`config.mk`:
```
export PLATFORM = sky130hd
export DESIGN_NAME = clock_monitor_multi
export DESIGN_NICKNAME = d
export VERILOG_FILES = /design/src/rtl/clock_monitor_pkg.sv /design/src/rtl/clock_monitor_channel.sv /design/src/rtl/clock_monitor_multi.sv
export SDC_FILE = /design/constraint.sdc
export NUM_CORES = 1
export LEC_CHECK = 0
export CAP_MARGIN = 40
export CORE_ASPECT_RATIO = 0.7
export CORE_MARGIN = 5
export CORE_UTILIZATION = 29
export CTS_CLUSTER_SIZE = 20
export DETAILED_ROUTE_END_ITERATION = 10
export PLACE_DENSITY_LB_ADDON = 0.3
export SETUP_SLACK_MARGIN = 0.02
export SLEW_MARGIN = 40
export SYNTH_ARGS = -nofsm -noshare
export SYNTH_HDL_FRONTEND = slang
export SYNTH_SLANG_ARGS = --single-unit
```
`constraint.sdc`:
```
create_clock -name ref_clk -period 4.7 [get_ports ref_clk]
set_clock_uncertainty 0.1 [all_clocks]
set_input_delay 0.94 -clock ref_clk [delete_from_list [all_inputs] [get_ports ref_clk]]
set_output_delay 0.94 -clock ref_clk [all_outputs]
set_load 0.01 [all_outputs]
```
`src/rtl/clock_monitor_pkg.sv`:
```
// Shared types for the multi-channel clock-activity monitor.
//   mon_state_e : per-channel qualification state, 3-bit encoding
//   STATE_W     : width of one channel's state field
package clock_monitor_pkg;

  localparam int unsigned STATE_W = 3;

  typedef enum logic [STATE_W-1:0] {
    StInit  = 3'd0,
    StCheck = 3'd1,
    StOk    = 3'd2,
    StFast  = 3'd3,
    StSlow  = 3'd4
  } mon_state_e;

endpackage

```
`src/rtl/clock_monitor_channel.sv`:
```
// One monitored-clock channel: synchronizer, toggle-interval counter,
// qualification FSM and sticky error flags. All logic is in the i_clk domain.
//   i_clk      : reference (sampling) clock
//   i_rst      : asynchronous active-high reset
//   i_mon_clk  : monitored clock, asynchronous to i_clk
//   i_en       : channel enable, 0 holds the channel in StInit
//   i_clr      : write-1-to-clear for the sticky flags (a same-cycle set wins)
//   o_ok       : registered, state == StOk
//   o_err_fast : sticky, set on a too-short toggle interval
//   o_err_slow : sticky, set on a timeout
//   o_state    : registered state code
module clock_monitor_channel
  import clock_monitor_pkg::*;
#(
  parameter int unsigned MIN_WAIT    = 3,
  parameter int unsigned MAX_WAIT    = 50,
  parameter int unsigned GOOD_EDGES  = 4,
  parameter int unsigned SYNC_STAGES = 2
) (
  input  logic               i_clk,
  input  logic               i_rst,
  input  logic               i_mon_clk,
  input  logic               i_en,
  input  logic               i_clr,
  output logic               o_ok,
  output logic               o_err_fast,
  output logic               o_err_slow,
  output logic [STATE_W-1:0] o_state
);

  localparam int unsigned CNT_W  = $clog2(MAX_WAIT + 1);
  localparam int unsigned GOOD_W = $clog2(GOOD_EDGES + 1);
  localparam logic [CNT_W-1:0]  CNT_MAX  = CNT_W'(MAX_WAIT);
  // Interval I = cnt + 1, so I < MIN_WAIT is the same as cnt < MIN_WAIT - 1.
  localparam logic [CNT_W-1:0]  CNT_FAST = CNT_W'(MIN_WAIT - 1);
  localparam logic [GOOD_W-1:0] GOOD_MAX = GOOD_W'(GOOD_EDGES);

  logic [SYNC_STAGES-1:0] r_sync;
  logic                   r_p;
  logic [CNT_W-1:0]       r_cnt;
  logic [GOOD_W-1:0]      r_good;
  mon_state_e             r_state;
  logic                   r_ok;
  logic                   r_err_fast;
  logic                   r_err_slow;

  logic                   w_s;
  logic                   w_toggle;
  logic                   w_cnt_max;
  logic [CNT_W-1:0]       w_cnt_d;
  logic [GOOD_W-1:0]      w_good_d;
  logic [GOOD_W-1:0]      w_good_inc;
  mon_state_e             w_state_d;
  logic                   w_set_fast;
  logic                   w_set_slow;

  assign w_s        = r_sync[SYNC_STAGES-1];
  assign w_toggle   = w_s ^ r_p;
  assign w_cnt_max  = (r_cnt == CNT_MAX);
  assign w_good_inc = (r_good == GOOD_MAX) ? r_good : r_good + GOOD_W'(1);

  // Synchronizer plus history flop. The history flop always follows s, which
  // also covers the disabled case: no toggle is reported on the enable cycle.
  always_ff @(posedge i_clk or posedge i_rst) begin
    if (i_rst) begin
      r_sync <= '0;
      r_p    <= 1'b0;
    end else begin
      r_sync <= {r_sync[SYNC_STAGES-2:0], i_mon_clk};
      r_p    <= w_s;
    end
  end

  always_comb begin
    w_cnt_d    = r_cnt;
    w_good_d   = r_good;
    w_state_d  = r_state;
    w_set_fast = 1'b0;
    w_set_slow = 1'b0;

    if (!i_en || w_toggle) begin
      w_cnt_d = '0;
    end else if (!w_cnt_max) begin
      w_cnt_d = r_cnt + CNT_W'(1);
    end

    if (!i_en) begin
      w_state_d = StInit;
      w_good_d  = '0;
    end else if (!w_toggle && w_cnt_max && (r_state != StSlow)) begin
      w_state_d  = StSlow;
      w_good_d   = '0;
      w_set_slow = 1'b1;
    end else if (w_toggle) begin
      if (r_state == StInit || w_cnt_max) begin
        // First interval after INIT, or an edge after a timeout: unmeasured.
        w_state_d = StCheck;
        w_good_d  = '0;
      end else if (r_cnt < CNT_FAST) begin
        w_state_d  = StFast;
        w_good_d   = '0;
        w_set_fast = 1'b1;
      end else begin
        w_good_d  = w_good_inc;
        w_state_d = (r_state == StOk || w_good_inc == GOOD_MAX) ? StOk : StCheck;
      end
    end
  end

  always_ff @(posedge i_clk or posedge i_rst) begin
    if (i_rst) begin
      r_cnt      <= '0;
      r_good     <= '0;
      r_state    <= StInit;
      r_ok       <= 1'b0;
      r_err_fast <= 1'b0;
      r_err_slow <= 1'b0;
    end else begin
      r_cnt      <= w_cnt_d;
      r_good     <= w_good_d;
      r_state    <= w_state_d;
      r_ok       <= (w_state_d == StOk);
      r_err_fast <= w_set_fast | (r_err_fast & ~i_clr);
      r_err_slow <= w_set_slow | (r_err_slow & ~i_clr);
    end
  end

  assign o_ok       = r_ok;
  assign o_err_fast = r_err_fast;
  assign o_err_slow = r_err_slow;
  assign o_state    = r_state;

endmodule

```
`src/rtl/clock_monitor_multi.sv`:
```
// Multi-channel clock-activity monitor: NUM_CH independent channels sampled in
// the ref_clk domain, plus a registered interrupt.
//   ref_clk  : sampling clock
//   rst      : asynchronous active-high reset
//   mon_clk  : monitored clocks
//   ch_en    : per-channel enable
//   err_clr  : per-channel write-1-to-clear of sticky flags
//   ch_ok    : per-channel state == OK
//   err_fast : per-channel sticky too-fast flag
//   err_slow : per-channel sticky timeout flag
//   ch_state : channel i state in bits [3i+2:3i]
//   irq      : OR of all error flags, one cycle behind them
module clock_monitor_multi
  import clock_monitor_pkg::*;
#(
  parameter int unsigned NUM_CH      = 4,
  parameter int unsigned MIN_WAIT    = 3,
  parameter int unsigned MAX_WAIT    = 50,
  parameter int unsigned GOOD_EDGES  = 4,
  parameter int unsigned SYNC_STAGES = 2
) (
  input  logic                      ref_clk,
  input  logic                      rst,
  input  logic [NUM_CH-1:0]         mon_clk,
  input  logic [NUM_CH-1:0]         ch_en,
  input  logic [NUM_CH-1:0]         err_clr,
  output logic [NUM_CH-1:0]         ch_ok,
  output logic [NUM_CH-1:0]         err_fast,
  output logic [NUM_CH-1:0]         err_slow,
  output logic [STATE_W*NUM_CH-1:0] ch_state,
  output logic                      irq
);

  logic r_irq;

  for (genvar g = 0; g < NUM_CH; g++) begin : g_ch
    clock_monitor_channel #(
      .MIN_WAIT    (MIN_WAIT),
      .MAX_WAIT    (MAX_WAIT),
      .GOOD_EDGES  (GOOD_EDGES),
      .SYNC_STAGES (SYNC_STAGES)
    ) u_channel (
      .i_clk      (ref_clk),
      .i_rst      (rst),
      .i_mon_clk  (mon_clk[g]),
      .i_en       (ch_en[g]),
      .i_clr      (err_clr[g]),
      .o_ok       (ch_ok[g]),
      .o_err_fast (err_fast[g]),
      .o_err_slow (err_slow[g]),
      .o_state    (ch_state[STATE_W*g +: STATE_W])
    );
  end

  always_ff @(posedge ref_clk or posedge rst) begin
    if (rst) begin
      r_irq <= 1'b0;
    end else begin
      r_irq <= |{err_fast, err_slow};
    end
  end

  assign irq = r_irq;

endmodule

```
After elaboration in Yosys (flattened, before gate mapping) --
Index checks and enable logic that the tools add are counted.
Storage, ports and cells: input port bits 14, register bits after elaboration 73, memory bits (read-only) 0, latch bits 0, bits in writable memories 0, output and inout bits 25, word-level logic and storage cells 218, memories kept 0
Operators by class: magnitude comparators 4, div/mod/pow operators 0, add/sub/neg operators 8, bitwise logic cells 24, multipliers 0, equal/unequal tests 32, multiplexer cells 84, reduce and logical (&&, ||, !) cells 33, shifts and indexed selects 0
Operators with widths (count):
- two-way mux 3 bit | 44
- two-way mux 6 bit | 8
- two-way mux 1 bit | 28
- adder 6 x 1 -> 6 bit, second input constant | 4
- == test 3 x 2 -> 1 bit, second input constant | 8
- == test 3 bit, second input constant | 8
- == test 6 bit, second input constant | 4
- < comparator 6 x 2 -> 1 bit, second input constant | 4
- adder 3 x 1 -> 3 bit, second input constant | 4
- logical NOT 3 bit | 4
- logical OR 1 bit | 12
- != test 3 x 1 -> 1 bit, second input constant | 4
- != test 3 bit, second input constant | 4
- bitwise AND 1 bit | 8
- logical AND 1 bit | 8
- logical NOT 1 bit | 8
- two-way mux 2 bit | 4
- != test 2 bit, second input constant | 4
- bitwise OR 1 bit | 8
- OR reduction 8 bit | 1
- NOT 1 bit | 4
- bitwise XOR 1 bit | 4

Logic depth before layout (Yosys ltp) --
Gate-level depths: netlist (run 1).
word-level depth 11, mapped depth 7, gate-level depth less buffers 7

Cells and area by module --
A second synthesis (run 1) with hierarchy kept.
Unflattened totals: cell total of the unflattened synthesis 349, area total of the unflattened synthesis 3573.4 um^2
Modules (own cells, without submodules):
- clock_monitor_channel at g_ch[1].u_channel ... | cells each 86, seq. area each 450.4 um^2, instances 3, area each 883.3 um^2
- clock_monitor_channel at g_ch[0].u_channel | cells each 86, seq. area each 450.4 um^2, instances 1, area each 878.3 um^2
- clock_monitor_multi | cells each 5, seq. area each 25.0 um^2, instances 1, area each 45.0 um^2

Worst setup path after synthesis (run 1) --
Ideal clock, no wire load.
path type register to register, from register g_ch[0].u_channel.r_good[0], to register g_ch[0].u_channel.r_ok, buffers on the path 0, cell stages (with the launch flop) 8, data arrival time 1813 ps, period minus slack after synthesis 1984 ps, setup time 71 ps, slack 2716 ps, data required time 4529 ps, cells stage by stage dfrtp_1 -> inv_1 -> ha_1 -> or3b_1 -> a311oi_2 -> mux2i_1 -> o311a_1 -> nor2_1
On the way: longest elaborated chain between the ends 11, elaborated cells between the ends (all ways) 12, those cells by class add/sub: 1; eq/ne: 3; mux: 7; reduce/logical: 1
RTL lines:
- start: declaration | line clock_monitor_channel.sv:41 | logic [GOOD_W-1:0] r_good;
- start signal: assignment | line clock_monitor_channel.sv:120 | r_good <= w_good_d;
- adder 3 x 1 -> 3 bit or == test 3 bit (tied branches) | line clock_monitor_channel.sv:60 | assign w_good_inc = (r_good == GOOD_MAX) ? r_good : r_good + GOOD_W'(1);
- two-way mux 3 bit (*) | line clock_monitor_channel.sv:60
- == test 3 bit (*) | line clock_monitor_channel.sv:105 | w_state_d = (r_state == StOk || w_good_inc == GOOD_MAX) ? StOk : StCheck;
- logical OR 1 bit (*) | line clock_monitor_channel.sv:105
- two-way mux 2 bit (*) | line clock_monitor_channel.sv:105
- two-way mux 3 bit (*) | line clock_monitor_channel.sv:99 | end else if (r_cnt < CNT_FAST) begin
- two-way mux 3 bit (*) | line clock_monitor_channel.sv:95 | if (r_state == StInit || w_cnt_max) begin
- two-way mux 3 bit (*) | line clock_monitor_channel.sv:94 | end else if (w_toggle) begin
- two-way mux 3 bit (*) | line clock_monitor_channel.sv:90 | end else if (!w_toggle && w_cnt_max && (r_state != StSlow)) begin
- two-way mux 3 bit (*) | line clock_monitor_channel.sv:87 | if (!i_en) begin
- net g_ch[0].u_channel.w_state_d[0] | line clock_monitor_channel.sv:53 | mon_state_e w_state_d;
- == test 3 x 2 -> 1 bit (*) | line clock_monitor_channel.sv:122 | r_ok <= (w_state_d == StOk);
- end signal: assignment | line clock_monitor_channel.sv:122
- end: declaration | line clock_monitor_channel.sv:43 | logic r_ok;
The timed path passes the listed nets; every way through them passes the cells marked *. A chain may end at the register's enable or synchronous reset.

Worst setup path after layout (run 1) --
from register g_ch[0].u_channel.r_state[0], to output ch_state[0]
RTL lines:
- start: declaration | line clock_monitor_channel.sv:42 | mon_state_e r_state;
- start signal: assignment | line clock_monitor_channel.sv:114 | r_state <= StInit;
- start signal: assignment | line clock_monitor_channel.sv:121 | r_state <= w_state_d;
- end: declaration | line clock_monitor_multi.sv:30 | output logic [STATE_W*NUM_CH-1:0] ch_state,
No word-level cell between the ends.

==> impl_metrics.toml, run 1 <==
[run_status]
outcome = "completed"

[grt]
grt_usage_pct = 10.50
grtUsageMet2_pct = 14.91
grt_pass1_wl_um = 12570
use_met1_pct = 14.83
grt_pass1_vias = 2513
use_met3_pct = 3.722
grt_overflow_total = 0
busiest_layer = "met2"
antenna_found_initial = 0
grt_max_degree = 38

[pwr]
p_switching_mw = 0.3632
p_int_mw = 1.261
cellPowerDensity_nw_per_um2 = 361.2
switching_share_pct = 22.37
p_leak_nw = 1.921
ir_worst_vdd_uv = 160.7
total_power_mw = 1.624
combPwrFrac_pct = 9.6
clkPwrFrac_pct = 48.6
p_seq_share_pct = 41.8

[sta]
relSlewSlack_pct = 57.28
worst_pin_slew_ns = 0.6350
finalSetupViolCount = 0
fin_hold_ws_ns = 0.2468
rsz0062_at_grt = "false"
finalMaxSlewViolations = 0
timing.final.hold_violations = 0
finalSetupTns_ns = 0
fmax_mhz = 416.0
finalCritPeriodShare_pct = 51.15
fin_crit_ns = 2.404

[final_layout]
fillers = 1215
finalNetCount = 421
final_layout_size_suffix_gt1_share_pct = 7.828
diodes = 0
area_delta_synth_final_pct = 23.09

[placement]
io_buffers = 38
hpwl_um = 5265
routabilityCongestion = 0.8203

[worst_setup_path]
cp_cell_sequence = "clkdlybuf4s50_1"
crit_buf_inv = 1
critical_path_class = "reg -> out"
crit_start = "g_ch[0].u_channel.o_state[0]"
max_stage_delay_ns = 0.60
crit_arrival_ns = 1.36
crit_slowest_cell = "clkdlybuf4s50_1"
worstPathMaxFanout = 5
crit_family = "buffers and inverters"
rr_startpoint = "g_ch[0].u_channel.r_good[0]"
end_kind = "primary output"
start_kind = "register"
crit_required_ns = 3.66

[clock_tree]
post_cts_resize_count = 0
htreeDepth = 3
clock_latency_ns = 0.33
post-cts-setup-buffers = 0
cts_hold_buf = 0
tritoncts = "built"
cts_max_path_buffers = 2
cts_sinks = 73
path_clk_slew_ns = 0.06
cts-root-buf = "clkbuf_16"
numCtsBuffers = 9

[yosys]
yosysTopAreaCell = "dfrtp_1"
seq_area_frac_synth_pct = 50.02
async_flop_share_pct = 100.0
ys.warnings.count = 0
synth_most_common_cell = "dfrtp_1"
synth-compound-area-share_pct = 14.53
synth_cells = 354
synth-edff-count = 0
synth_xor_area_share_pct = 5.516
synth_cell_types = 56
synth_top_area_share_pct = 50.02
syn_area_per_cell_um2 = 10.32
yosys.area_share.simple_pct = 17.78
synth_common_cells = "73 x dfrtp_1, 47 x nor2_1, 25 x nand2_1"
yosys.area_share.adder_pct = 5.481
synth_nets = 384
synth_mux_area_share_pct = 1.473
netlist_top_cells_area = "dfrtp_1 50%, ha_1 5.5%, nor2_1 4.8%, xnor2_1 3.1%, a21oi_1 2.7%"
synth_flop_cell = "dfrtp_1"
synth_top_family_by_area = "simple AND/OR/NAND/NOR gates"
synth-seq-cells = 73
synth_area_um2 = 3652

[floorplanning]
fp.dieH_um = 103.9
start_util_pct = 29.50
design.die.area_um2 = 14970
pin_count = 39
fp-row-count = 34
die_w_um = 144.1
core_area_um2 = 12380

[route]
ant_nets = 0
viasPerCell = 4.749
dr.pass1.iters = 5
drc = 0
routed_wl_um = 7379
vias = 2650
first_iter_violations = 172
wl_per_cell_um = 13.22

[flow_run]
maxCapViolations = 0

[min_path]
hp-start = "g_ch[2].u_channel.r_sync[0]"
hp-class = "reg -> reg"
==> metrics by stage <==
| stage | util (%) | instance area [µm²] | worst slack, ns | std cells |
|---|---|---|---|---|
| 2_1_floorplan | - | 3652 | 1.807 | 354 |
| 3_3_place_gp | 33.53 | 4150 | 2.119 | 542 |
| 3_5_place_dp | 33.53 | 4150 | 2.078 | 542 |
| 4_1_cts | 36.31 | 4496 | 2.283 | 558 |
| 5_1_grt | 36.31 | 4496 | 2.250 | 558 |
| 6_report | 36.31 | 4496 | 2.296 | 558 |
==> power by group through the flow <==
stage	registers, mW	clock network [mW]	logic, mW
after floorplan	0.688	0	0.0937
after global placement	0.689	0	0.156
after detailed placement	0.690	0	0.157
after CTS	0.679	0.817	0.158
after global routing	0.684	0.839	0.174
final	0.679	0.789	0.155
==> state kept, by name, summed over array words and instances (netlist names) <==
name	cells
g_ch.u_channel.o_err_fast	4
g_ch.u_channel.o_err_slow	4
g_ch.u_channel.o_ok	4
g_ch.u_channel.o_state	12
g_ch.u_channel.r_cnt	24
g_ch.u_channel.r_good	12
g_ch.u_channel.r_p	4
g_ch.u_channel.r_sync	8
irq	1
==> metal layers <==
layer / up-vias / wire length [µm]
li1: 1323 / -
met1: 1254 / 3567
met2: 62 / 3283
met3: 11 / 425
met4: 0 / 103
met5: - / 0
==> placed cells by master (no fill, tap or decap), types with 8 or more instances in the layout <==
master           count
nor3_1               8
clkbuf_16            9
nand2_1             25
nand3_1             10
ha_1                16
xnor2_1             13
clkdlybuf4s50_1     38
nor2_1              47
xor2_1              10
a21oi_1             20
inv_1               22
dfrtp_1             73
==> worst register-to-register path, delay by kind of cell, from the launching register on <==
kind	cells	cell delay [ns]
compound gates	2	0.65
fa+ha+maj	1	0.24
buf+inv	1	0.07
flops	1	0.43
mux	1	0.11
simple gates	2	0.53
==> cells by family after synthesis <==
group | Yosys count
fa+ha+maj | 16
buf+inv | 38
mux | 5
flops | 73
simple gates | 128
xor+xnor | 23
compound gates | 71
==> final timing paths <==
check	slack, ns	to	cells past startpoint
max	2.30	ch_state[0]	1
min	0.25	g_ch[2].u_channel.r_sync[1]	0
max reg2reg	2.50	g_ch[0].u_channel.o_ok	7
min reg2reg	0.25	g_ch[2].u_channel.r_sync[1]	0
max in group asynchronous	3.22	g_ch[0].u_channel.r_cnt[4]	3
min in group asynchronous	0.94	g_ch[1].u_channel.o_err_fast	3
==> cell type report <==
cell class,count,area (µm²),share of cell area [%]
Clock buffer,11,242.7,5.399
Multi-Input combinational cell,243,1635,36.38
Sequential cell,73,1827,40.63
Timing Repair Buffer,40,395.4,8.795
Clock inverter,5,102.6,2.282
Tap cell,162,202.7,4.509
Inverter,24,90.09,2.004
Note: power is estimated with default switching activity, not from simulation.
==> run 2: changes to the inputs <==
==> constraint.sdc (replaced) <==
create_clock -name ref_clk -period 2.4 [get_ports ref_clk]
set_clock_uncertainty 0.1 [all_clocks]
set_input_delay 0.48 -clock ref_clk [delete_from_list [all_inputs] [get_ports ref_clk]]
set_output_delay 0.48 -clock ref_clk [all_outputs]
set_load 0.01 [all_outputs]
==> impl_metrics.toml, run 2 (synthesis gave the netlist of run 1 again) <==
[clock_tree]
clock_latency_ns = 0.33
htreeDepth = 3
numCtsBuffers = 9
cts-root-buf = "clkbuf_16"
cts_max_path_buffers = 2
tritoncts = "built"
cts_sinks = 73
post-cts-setup-buffers = 0
cts_hold_buf = 0
path_clk_slew_ns = 0.06

[final_layout]
mostFrequentLayoutCells = "73 x dfrtp_1, 47 x nor2_1, 38 x clkdlybuf4s50_1"
largest_reg_flops = 24
finalNetCount = 423
multi_input_area_um2 = 1642
top_register = "g_ch.u_channel.r_cnt"
area_delta_synth_final_pct = 23.23
diodes = 0
final_layout_size_suffix_gt1_share_pct = 8.291
fillers = 1222
seqCellArea_um2 = 1827
final_common_cell = "dfrtp_1"

[route]
first_iter_violations = 165
drc = 0
vias = 2681
dr.pass1.iters = 4
wl_per_cell_um = 13.64
viasPerCell = 4.788
ant_nets = 0
routed_wl_um = 7636

[placement]
hpwl_um = 5348
io_buffers = 38
pre_cts_slack_ns = 0.1969
routabilityCongestion = 0.7551

[pwr]
cellPowerDensity_nw_per_um2 = 679.7
ir_worst_vdd_uv = 335.6
switching_share_pct = 23.47
p_seq_share_pct = 43.5
clkPwrFrac_pct = 46.4
p_int_mw = 2.341
combPwrFrac_pct = 10.1
p_leak_nw = 1.911
total_power_mw = 3.059
p_switching_mw = 0.7181

[worst_setup_path]
crit_family = "compound AO/OA/AOI/OAI gates"
rr_startpoint = "g_ch[0].u_channel.r_good[0]"
crit_start = "g_ch[0].u_channel.r_good[0]"
crit_arrival_ns = 2.33
end_kind = "register"
start_kind = "register"
worstPathMaxFanout = 5
crit_buf_inv = 1
max_stage_delay_ns = 0.44
crit_slowest_cell = "dfrtp_1"
critical_path_class = "reg -> reg"
cp_cell_sequence = "inv_1, ha_1, or3b_1, a311oi_2, mux2i_1, o311a_1, nor2_1"
crit_required_ns = 2.55

[sta]
finalMaxSlewViolations = 0
fin_crit_ns = 2.176
fin_hold_ws_ns = 0.2457
fmax_mhz = 459.6
finalCritPeriodShare_pct = 90.66
timing.final.hold_violations = 0
finalWorstSetupSlack_ns = 0.2242
rsz0062_at_grt = "false"
finalSetupViolCount = 0
finalSetupTns_ns = 0
relSlewSlack_pct = 47.12
worst_pin_slew_ns = 0.7833

[floorplanning]
core_area_um2 = 12380
pin_count = 39
die_w_um = 144.1
fp-row-count = 34
design.die.area_um2 = 14970
fp.dieH_um = 103.9
start_util_pct = 29.50

[grt]
grt_pass1_vias = 2690
grt_pass1_wl_um = 13060
grt_overflow_total = 0
grt_max_degree = 74
grt_usage_pct = 10.76
antenna_found_initial = 0

[min_path]
hp-start = "g_ch[2].u_channel.r_sync[0]"
hp-class = "reg -> reg"

[run_status]
outcome = "completed"

[flow_run]
maxCapViolations = 0
run 2: through the flow:
step / utilization [%] / area, µm² / cells
floorplan: - / 3656 / 354
global placement: 33.78 / 4182 / 544
detailed placement: 33.78 / 4182 / 544
CTS: 36.30 / 4494 / 560
global route: 36.36 / 4501 / 560
finish: 36.36 / 4501 / 560
run 2: metal layers:
metal / GRT usage, % / vias up / part of all wire [%]
met5: 0 / - / 0
met4: 3.196 / 0 / 1.2
met3: 3.860 / 11 / 4.9
met2: 16.40 / 42 / 44
met1: 14.35 / 1301 / 50
li1: - / 1327 / -
run 2: path summary, 6_finish.rpt:
kind                       slack (ns)  cells after the start                          end
max                              0.22                      7       g_ch[0].u_channel.o_ok
min                              0.25                      0  g_ch[2].u_channel.r_sync[1]
max reg2reg                      0.22                      7       g_ch[0].u_channel.o_ok
min reg2reg                      0.25                      0  g_ch[2].u_channel.r_sync[1]
max in group asynchronous        1.37                      3       g_ch[0].u_channel.o_ok
min in group asynchronous        0.51                      3  g_ch[2].u_channel.r_sync[0]
run 2: final cells by class:
class	instances	share of cell area, %
Clock buffer	11	5.171
Inverter	24	2.085
Clock inverter	5	1.779
Multi-Input combinational cell	243	36.47
Sequential cell	73	40.59
Tap cell	162	4.504
Timing Repair Buffer	42	9.397
run 2: power by group through the flow:
stage	logic (mW)	registers, mW	clock network [mW]
floorplan	0.184	1.35	0
global placement	0.310	1.35	0
detailed placement	0.313	1.35	0
CTS	0.314	1.33	1.48
global route	0.347	1.34	1.52
finish	0.309	1.33	1.42
run 2: what timing repair did:
action                                  CTS  global route
resized for setup                         0             1
endpoints found under the hold margin     0             0
endpoints found under the setup margin    0             1
